===== config.mk =====
export PLATFORM = sky130hd
export DESIGN_NAME = pulse_stretcher_flat
export DESIGN_NICKNAME = d
export VERILOG_FILES = /design/src/rtl/pulse_stretcher_if.sv /design/src/rtl/pulse_stretcher.sv /design/src/flat_wrapper.sv
export SDC_FILE = /design/constraint.sdc
export NUM_CORES = 1
export LEC_CHECK = 0
export ABC_AREA = 1
export CORE_UTILIZATION = 35
export CTS_CLUSTER_SIZE = 14
export DETAILED_ROUTE_END_ITERATION = 16
export HOLD_SLACK_MARGIN = 0.02
export PLACE_DENSITY = 0.63
export SYNTH_ARGS = -nofsm -noshare
export SYNTH_HDL_FRONTEND = slang
export SYNTH_SLANG_ARGS = --single-unit

===== constraint.sdc =====
create_clock -name clk -period 2.3 [get_ports clk]
set_input_delay 0.345 -clock clk [delete_from_list [all_inputs] [get_ports clk]]
set_output_delay 0.345 -clock clk [all_outputs]
set_load 0.05 [all_outputs]

===== src/rtl/pulse_stretcher_if.sv =====
// pulse_stretcher_if: event/config inputs and stretched-pulse status outputs of the pulse stretcher.
interface pulse_stretcher_if #(
    parameter int CNT_W  = 8,
    parameter int PEND_W = 3
);
    logic              pulse_in;
    logic [CNT_W-1:0]  len;
    logic              mode;
    logic              clr_ovf;
    logic              level_out;
    logic [PEND_W-1:0] pending;
    logic              overflow;
    modport master(output pulse_in, len, mode, clr_ovf, input level_out, pending, overflow);
    modport slave(input pulse_in, len, mode, clr_ovf, output level_out, pending, overflow);
endinterface


===== src/rtl/pulse_stretcher.sv =====
// pulse_stretcher: stretches input events to len-cycle pulses, retriggering (mode 0) or queuing (mode 1).
module pulse_stretcher #(
    parameter int CNT_W  = 8,
    parameter int PEND_W = 3
) (
    input logic clk,
    input logic rstn,
    pulse_stretcher_if.slave bus
);
    typedef enum logic [1:0] {IDLE, ACTIVE, GAP} state_t;
    localparam logic [PEND_W-1:0] PEND_MAX = '1;
    state_t            state, state_nxt;
    logic [CNT_W-1:0]  cnt, cnt_nxt, load_val;
    logic [PEND_W-1:0] pend, pend_nxt;
    logic              ovf, ovf_nxt, lvl, lvl_nxt, load, inc, dec, drop;
    assign load_val      = (bus.len == '0) ? '0 : bus.len - 1'b1;
    assign bus.level_out = lvl;
    assign bus.pending   = pend;
    assign bus.overflow  = ovf;
    always_ff @(posedge clk or negedge rstn) begin
        if (!rstn) begin
            state <= IDLE;
            cnt   <= '0;
            pend  <= '0;
            ovf   <= 1'b0;
            lvl   <= 1'b0;
        end else begin
            state <= state_nxt;
            cnt   <= cnt_nxt;
            pend  <= pend_nxt;
            ovf   <= ovf_nxt;
            lvl   <= lvl_nxt;
        end
    end
    // GAP under mode 0 (mode dropped mid-gap) behaves like IDLE
    always_comb begin
        state_nxt = state;
        case (state)
            IDLE:    state_nxt = bus.pulse_in ? ACTIVE : IDLE;
            ACTIVE:  state_nxt = (cnt != '0 || (!bus.mode && bus.pulse_in)) ? ACTIVE :
                                 (bus.mode && (pend != '0 || bus.pulse_in)) ? GAP : IDLE;
            GAP:     state_nxt = (bus.mode || bus.pulse_in) ? ACTIVE : IDLE;
            default: state_nxt = IDLE;
        endcase
    end
    always_comb begin
        load     = (state == IDLE && bus.pulse_in) ||
                   (state == GAP && (bus.mode || bus.pulse_in)) ||
                   (state == ACTIVE && !bus.mode && bus.pulse_in);
        cnt_nxt  = load ? load_val : (cnt != '0) ? cnt - 1'b1 : cnt;
        inc      = bus.mode && bus.pulse_in && state != IDLE;
        dec      = bus.mode && state == GAP && pend != '0;
        drop     = inc && !dec && pend == PEND_MAX;
        pend_nxt = !bus.mode ? '0 :
                   (inc && !dec && !drop) ? pend + 1'b1 :
                   (dec && !inc) ? pend - 1'b1 : pend;
        ovf_nxt  = drop || (ovf && !bus.clr_ovf);
        lvl_nxt  = state_nxt == ACTIVE;
    end
endmodule


===== src/flat_wrapper.sv =====
// flat-port wrapper written by rule: the top's interface ports become plain ports
module pulse_stretcher_flat 
#(
    parameter int CNT_W  = 8,
    parameter int PEND_W = 3
)
  (clk, rstn, bus_pulse_in, bus_len, bus_mode, bus_clr_ovf, bus_level_out, bus_pending, bus_overflow);
  pulse_stretcher_if #(.CNT_W(CNT_W), .PEND_W(PEND_W)) bus_i ();
  input logic clk;
  input logic rstn;
  input wire logic [$bits(bus_i.pulse_in)-1:0] bus_pulse_in;
  input wire logic [$bits(bus_i.len)-1:0] bus_len;
  input wire logic [$bits(bus_i.mode)-1:0] bus_mode;
  input wire logic [$bits(bus_i.clr_ovf)-1:0] bus_clr_ovf;
  output wire logic [$bits(bus_i.level_out)-1:0] bus_level_out;
  output wire logic [$bits(bus_i.pending)-1:0] bus_pending;
  output wire logic [$bits(bus_i.overflow)-1:0] bus_overflow;
  assign bus_i.pulse_in = bus_pulse_in;
  assign bus_i.len = bus_len;
  assign bus_i.mode = bus_mode;
  assign bus_i.clr_ovf = bus_clr_ovf;
  assign bus_level_out = bus_i.level_out;
  assign bus_pending = bus_i.pending;
  assign bus_overflow = bus_i.overflow;
  pulse_stretcher #(.CNT_W(CNT_W), .PEND_W(PEND_W)) u_core (.clk(clk), .rstn(rstn), .bus(bus_i));
endmodule

==> impl_metrics.yaml, run 1 <==
floorplan:
  row_count: 20
  die_y_um: 58.2
  die_w_um: 58.2
  core_area_um2: 3030
  die-area_um2: 3390
  num_io_pins: 18
  start_util: 0.365
cells_and_area:
  diodes: 0
  fin_nets: 203
  area_growth_pct: 23.4
  layout-drive-gt1-share: 0.0703
  stdcell_count: 229
  finalInstanceArea_um2: 1360
route:
  drc: 0
  vias: 1055
  ant_nets: 0
  firstDrtPassIters: 4
  wire_per_inst_um: 9.72
  routed_wl_um: 2230
  viasPerCell: 4.61
  drtIter0Drc: 48
global_routing:
  grt_pass1_vias: 942
  grt_max_degree: 16
  grt_pass1_wl_um: 4010
  antenna_found_initial: 0
  overflow: 0
  grt_use_total: 0.152
sta:
  final.min_clock_period_ns: 1.90
  setup_viol: 0
  fmax_ghz: 0.526
  tightest_slew_ns: 0.677
  fin_crit_sh: 0.827
  worst_slack_ns: 0.398
  maxSlewViolCount: 0
  skew_ns: 0.00883
  finalSetupTns_ns: 0
  rsz0062_at_grt: "no"
  hold_viol: 0
  maxSlewHeadroom: 0.547
placement:
  hpwl_um: 1840
  portBuffers: 17
  gp_congestion: 0.854
  dpl_worst_slack_ns: 0.115
  dp.cells: 225
  place_area_um2: 1340
cts:
  cts-root-buf: "clkbuf_4"
  cts.sinks: 15
  hold_buffers: 0
  clk_path_buf_depth: 2
  cts_buffers: 3
  path_clk_slew_ns: 0.09
  clkLatencyLatePin_ns: 0.28
  ctsResizeCount: 0
  cts_tree: "done"
  htreeDepth: 1
  cts_setup_buffers: 0
setup_path:
  path_buf_inv: 1
  crit_type: "register to primary output"
  cp_top_family: "buffers and inverters"
  r2r-start: "u_core.cnt[0]$_DFFE_PN0P_"
  crit_path_end_kind: "primary output"
  max_stage_delay_ns: 0.83
  start_kind: "register"
  startpoint: "u_core.bus.pending[2]$_DFFE_PN0P_"
  worstPathArrival_ns: 1.56
  path_cells: "clkdlybuf4s50_1"
  crit_slowest_cell: "clkdlybuf4s50_1"
  cp_max_fo: 6
  cp_data_required_time_ns: 1.96
power:
  ir_drop_mv: 0.532
  p_leak_nw: 0.673
  fin_total_pwr_mw: 1.18
  power_density_nw_per_um2: 864
synthesis:
  netlist_area_um2: 1100
  ys_warn_count: 0
  ys_types: 23
  ys_top_cells_by_area: "dfrtp_1, nand2_1, inv_1"
  syn_inst: 163
  ys_seq_area_frac: 0.340
  synth_top_cell_by_area: "dfrtp_1"
  ys_seq_elements: 15
  synth_nets: 180
  synth_top_area_frac: 0.340
  avgSynthCellArea_um2: 6.78
status:
  outcome: "finished clean"
flow_run:
  max_cap_violations: 0
min_path:
  hold_path.class: "input port to asynchronous set/reset pin"
==> synthesized netlist by cell type (all sizes together) <==
| master | instances |
|---|---|
| o211ai | 1 |
| inv | 30 |
| clkinv | 1 |
| o21ai | 8 |
| fa | 1 |
| nor3 | 2 |
| o21bai | 1 |
| nand4 | 4 |
| ha | 3 |
| xor2 | 3 |
| nand3 | 19 |
| a21oi | 7 |
| nor2 | 23 |
| o22ai | 3 |
| nand2 | 42 |
| dfrtp | 15 |
==> state kept, by name, summed over array words and instances (netlist names) <==
signal and count:
u_core.bus.level_out 1, u_core.bus.overflow 1, u_core.bus.pending 3, u_core.cnt 8, u_core.state 2
==> final timing paths <==
check / to / slack [ns] / cells past startpoint
setup / recovery: bus_pending[2] / 0.40 / 1
hold / removal: u_core.bus.overflow$_DFF_PN0_ / 0.46 / 1
setup reg to reg: u_core.cnt[1]$_DFFE_PN0P_ / 0.56 / 11
hold reg to reg: u_core.cnt[1]$_DFFE_PN0P_ / 0.49 / 2
max in group asynchronous: u_core.state[1]$_DFF_PN0_ / 1.40 / 1
min in group clk: u_core.cnt[1]$_DFFE_PN0P_ / 0.49 / 2
==> metal layers <==
metal / vias to the layer above / GRT usage / share of wire
li1: 563 / - / -
met1: 478 / 0.202 / 0.51
met2: 12 / 0.248 / 0.46
met3: 2 / 0.0469 / 0.029
met4: 0 / 0.0204 / 0.0054
met5: - / 0 / 0
==> power breakdown <==
part / internal, mW / switching [mW] / leakage [nW]
sequential: 0.358 / 0.0673 / 0.184
combinational: 0.224 / 0.377 / 0.474
clock: 0.0673 / 0.0836 / 0.0150
total: 0.650 / 0.528 / 0.673
==> metrics by stage <==
stage	utilization	hold slack [ns]
after floorplan	-	0.0494
after global placement	0.442	0.467
after detailed placement	0.442	0.470
after CTS	0.450	0.493
after global routing	0.450	0.529
final	0.450	0.463
==> cells by family after synthesis <==
group | count (synthesis) | share of synthesized area
compound gates | 20 | 0.102
xor+xnor | 3 | 0.0238
buf+inv | 31 | 0.106
simple gates | 90 | 0.376
flops | 15 | 0.340
fa+ha+maj | 4 | 0.0521
==> cell type report <==
| cell class | count | area [µm²] |
|---|---|---|
| sequential | 15 | 375 |
| timing repair buffer | 18 | 178 |
| fill | 316 | 1660 |
| tap | 44 | 55.1 |
| clock buffer | 4 | 26.3 |
| multi-input combinational | 117 | 612 |
| inverter | 31 | 118 |
==> cell usage in the layout (no fill, tap or decap), drive strengths merged <==
| master | n |
|---|---|
| nor2 | 23 |
| a21oi | 7 |
| nand3 | 19 |
| o22ai | 3 |
| o211ai | 1 |
| clkbuf | 4 |
| clkinv | 1 |
| o21bai | 1 |
| dfrtp | 15 |
| nand2 | 42 |
| clkdlybuf4s50 | 17 |
| inv | 30 |
| nand4 | 4 |
| ha | 3 |
| nor3 | 2 |
| fa | 1 |
| o21ai | 8 |
| buf | 1 |
| xor2 | 3 |
Power figures use the tool's default switching activity.
==> run 2, diff against run 1 <==
--- a/config.mk
+++ b/config.mk
@@ -10,7 +10,7 @@
 export CTS_CLUSTER_SIZE = 14
 export DETAILED_ROUTE_END_ITERATION = 16
 export HOLD_SLACK_MARGIN = 0.02
-export PLACE_DENSITY = 0.63
+export PLACE_DENSITY = 0.65
 export SYNTH_ARGS = -nofsm -noshare
 export SYNTH_HDL_FRONTEND = slang
 export SYNTH_SLANG_ARGS = --single-unit
==> constraint.sdc (replaced) <==
create_clock -name clk -period 1.6 [get_ports clk]
set_input_delay 0.24 -clock clk [delete_from_list [all_inputs] [get_ports clk]]
set_output_delay 0.24 -clock clk [all_outputs]
set_load 0.05 [all_outputs]
==> run 2 against run 1 <==
Flip-flop and latch count did not move. Design area rose by 17%. Combinational power rose by 93%. Critical endpoint is now u_core.bus.pending[1]$_DFFE_PN0P_. Largest cell class unchanged. Largest power group unchanged. Highest routed layer unchanged.
==> impl_metrics.yaml, run 2 (synthesis gave the netlist of run 1 again) <==
status:
  outcome: "finished clean"
global_routing:
  grt_use_total: 0.160
  antenna_found_initial: 0
  overflow: 0
  grt_pass1_wl_um: 4160
  grt_pass1_vias: 1022
  grt_max_degree: 16
cells_and_area:
  area_growth_pct: 44.6
  diodes: 0
  seqCellArea_um2: 379
  layout.cells.most_common_list: "nand2_1, buf_4, inv_1"
  stdcell_count: 251
  finalInstanceArea_um2: 1600
  top_register: "u_core.cnt"
  fin_nets: 225
  final_core_util: 0.528
  multi_input_area_um2: 686
  layout-drive-gt1-share: 0.304
  largest_reg_flops: 8
  nFillCells: 299
  final_common_cell: "nand2_1"
placement:
  portBuffers: 17
  dpl_worst_slack_ns: -0.384
  place_area_um2: 1440
  dp.cells: 236
  hpwl_um: 1970
  gp_congestion: 0.826
power:
  ir_drop_mv: 0.644
  power_density_nw_per_um2: 1260
  fin_total_pwr_mw: 2.02
  p_leak_nw: 0.794
sta:
  setup_viol: 0
  holdWs_ns: 0.244
  maxSlewViolCount: 0
  finalSetupTns_ns: 0
  tightest_slew_ns: 0.232
  maxSlewHeadroom: 0.844
  fin_crit_sh: 0.984
  hold_viol: 0
  rsz0062_at_grt: "yes"
  worst_slack_ns: 0.0258
  fmax_ghz: 0.635
  final.min_clock_period_ns: 1.57
  skew_ns: 0.0148
route:
  ant_nets: 0
  firstDrtPassIters: 4
  viasPerCell: 4.60
  drtIter0Drc: 26
  routed_wl_um: 2510
  drc: 0
  vias: 1155
  wire_per_inst_um: 9.99
cts:
  cts_buffers: 3
  htreeDepth: 1
  clk_path_buf_depth: 2
  path_clk_slew_ns: 0.10
  cts.sinks: 15
  cts-root-buf: "clkbuf_4"
  cts_tree: "done"
  hold_buffers: 0
  clkLatencyLatePin_ns: 0.30
setup_path:
  crit_path_end_kind: "register"
  crit_type: "register to register"
  cp_top_family: "adder cells"
  cp_max_fo: 4
  max_stage_delay_ns: 0.50
  cp_data_required_time_ns: 1.80
  crit_slowest_cell: "fa_2"
  path_cells: "nand2_2, nor2_4, nand2_4, nand3_4, inv_2, fa_2, nor2_1, nand2_1, o21ai_1"
  path_buf_inv: 1
  start_kind: "register"
  worstPathArrival_ns: 1.77
floorplan:
  die_w_um: 58.2
  num_io_pins: 18
  die_y_um: 58.2
  core_area_um2: 3030
  die-area_um2: 3390
  row_count: 20
  start_util: 0.365
flow_run:
  max_cap_violations: 0
min_path:
  hold_path.class: "input port to asynchronous set/reset pin"
==> run 2: cell count changes in the layout (fill, tap and decap cells not counted), moves of 3 or more <==
| cell | delta |
|---|---|
| nand2_1 | -5 |
| inv_1 | -6 |
| buf_4 | +26 |
| nand2_2 | +4 |
| inv_2 | +6 |
| dfrtp_2 | +3 |
| dfrtp_1 | -3 |
| clkdlybuf4s50_1 | -6 |
| nor2_4 | +3 |
| nor2_1 | -4 |
==> run 2: worst paths after layout <==
check	from	end	slack [ns]	depth (start not counted)
max	u_core.state[1]$_DFF_PN0_	u_core.bus.pending[1]$_DFFE_PN0P_	0.03	9
max reg2reg	u_core.state[1]$_DFF_PN0_	u_core.bus.pending[1]$_DFFE_PN0P_	0.03	9
min	rstn	u_core.cnt[5]$_DFFE_PN0P_	0.24	2
min reg2reg	u_core.bus.overflow$_DFF_PN0_	u_core.bus.overflow$_DFF_PN0_	0.56	2
max in group asynchronous	rstn	u_core.bus.pending[0]$_DFFE_PN0P_	1.14	2
min in group clk	bus_clr_ovf	u_core.bus.overflow$_DFF_PN0_	0.54	2
==> run 2: final cells by class <==
type	count	share of cell area
Tap cell	44	0.0345
Timing Repair Buffer	40	0.208
Clock inverter	1	0.00313
Inverter	31	0.0736
Sequential cell	15	0.237
Multi-Input combinational cell	117	0.429
Clock buffer	3	0.0141
==> run 2: metal layers <==
layer | wire length, µm | global-route usage | up-vias
met1 | 1150 | 0.200 | 525
met5 | 0 | 0 | -
met4 | 31 | 0.0374 | 0
met2 | 1240 | 0.269 | 14
met3 | 81 | 0.0491 | 6
li1 | - | - | 610
==> run 2: worst register-to-register path, delay by kind of cell, from the launching register on <==
family | cells | cell delay, ns
and+or+nand+nor | 6 | 0.44
adders and majority gates | 1 | 0.50
buffers and inverters | 1 | 0.04
DFF | 1 | 0.43
AOI/OAI and AO/OA | 1 | 0.05
==> run 2: timing repair <==
action,in CTS,in global routing
setup buffers,1,10
pin swaps,1,8
gates resized for setup,4,15
endpoints found under the setup margin,6,8
==> run 2: power by group <==
group / switching [mW] / total, mW / internal, mW / leakage [nW]
Combinational: 0.639 / 1.16 / 0.519 / 0.596
Sequential: 0.116 / 0.634 / 0.519 / 0.180
Clock: 0.131 / 0.224 / 0.0931 / 0.0177
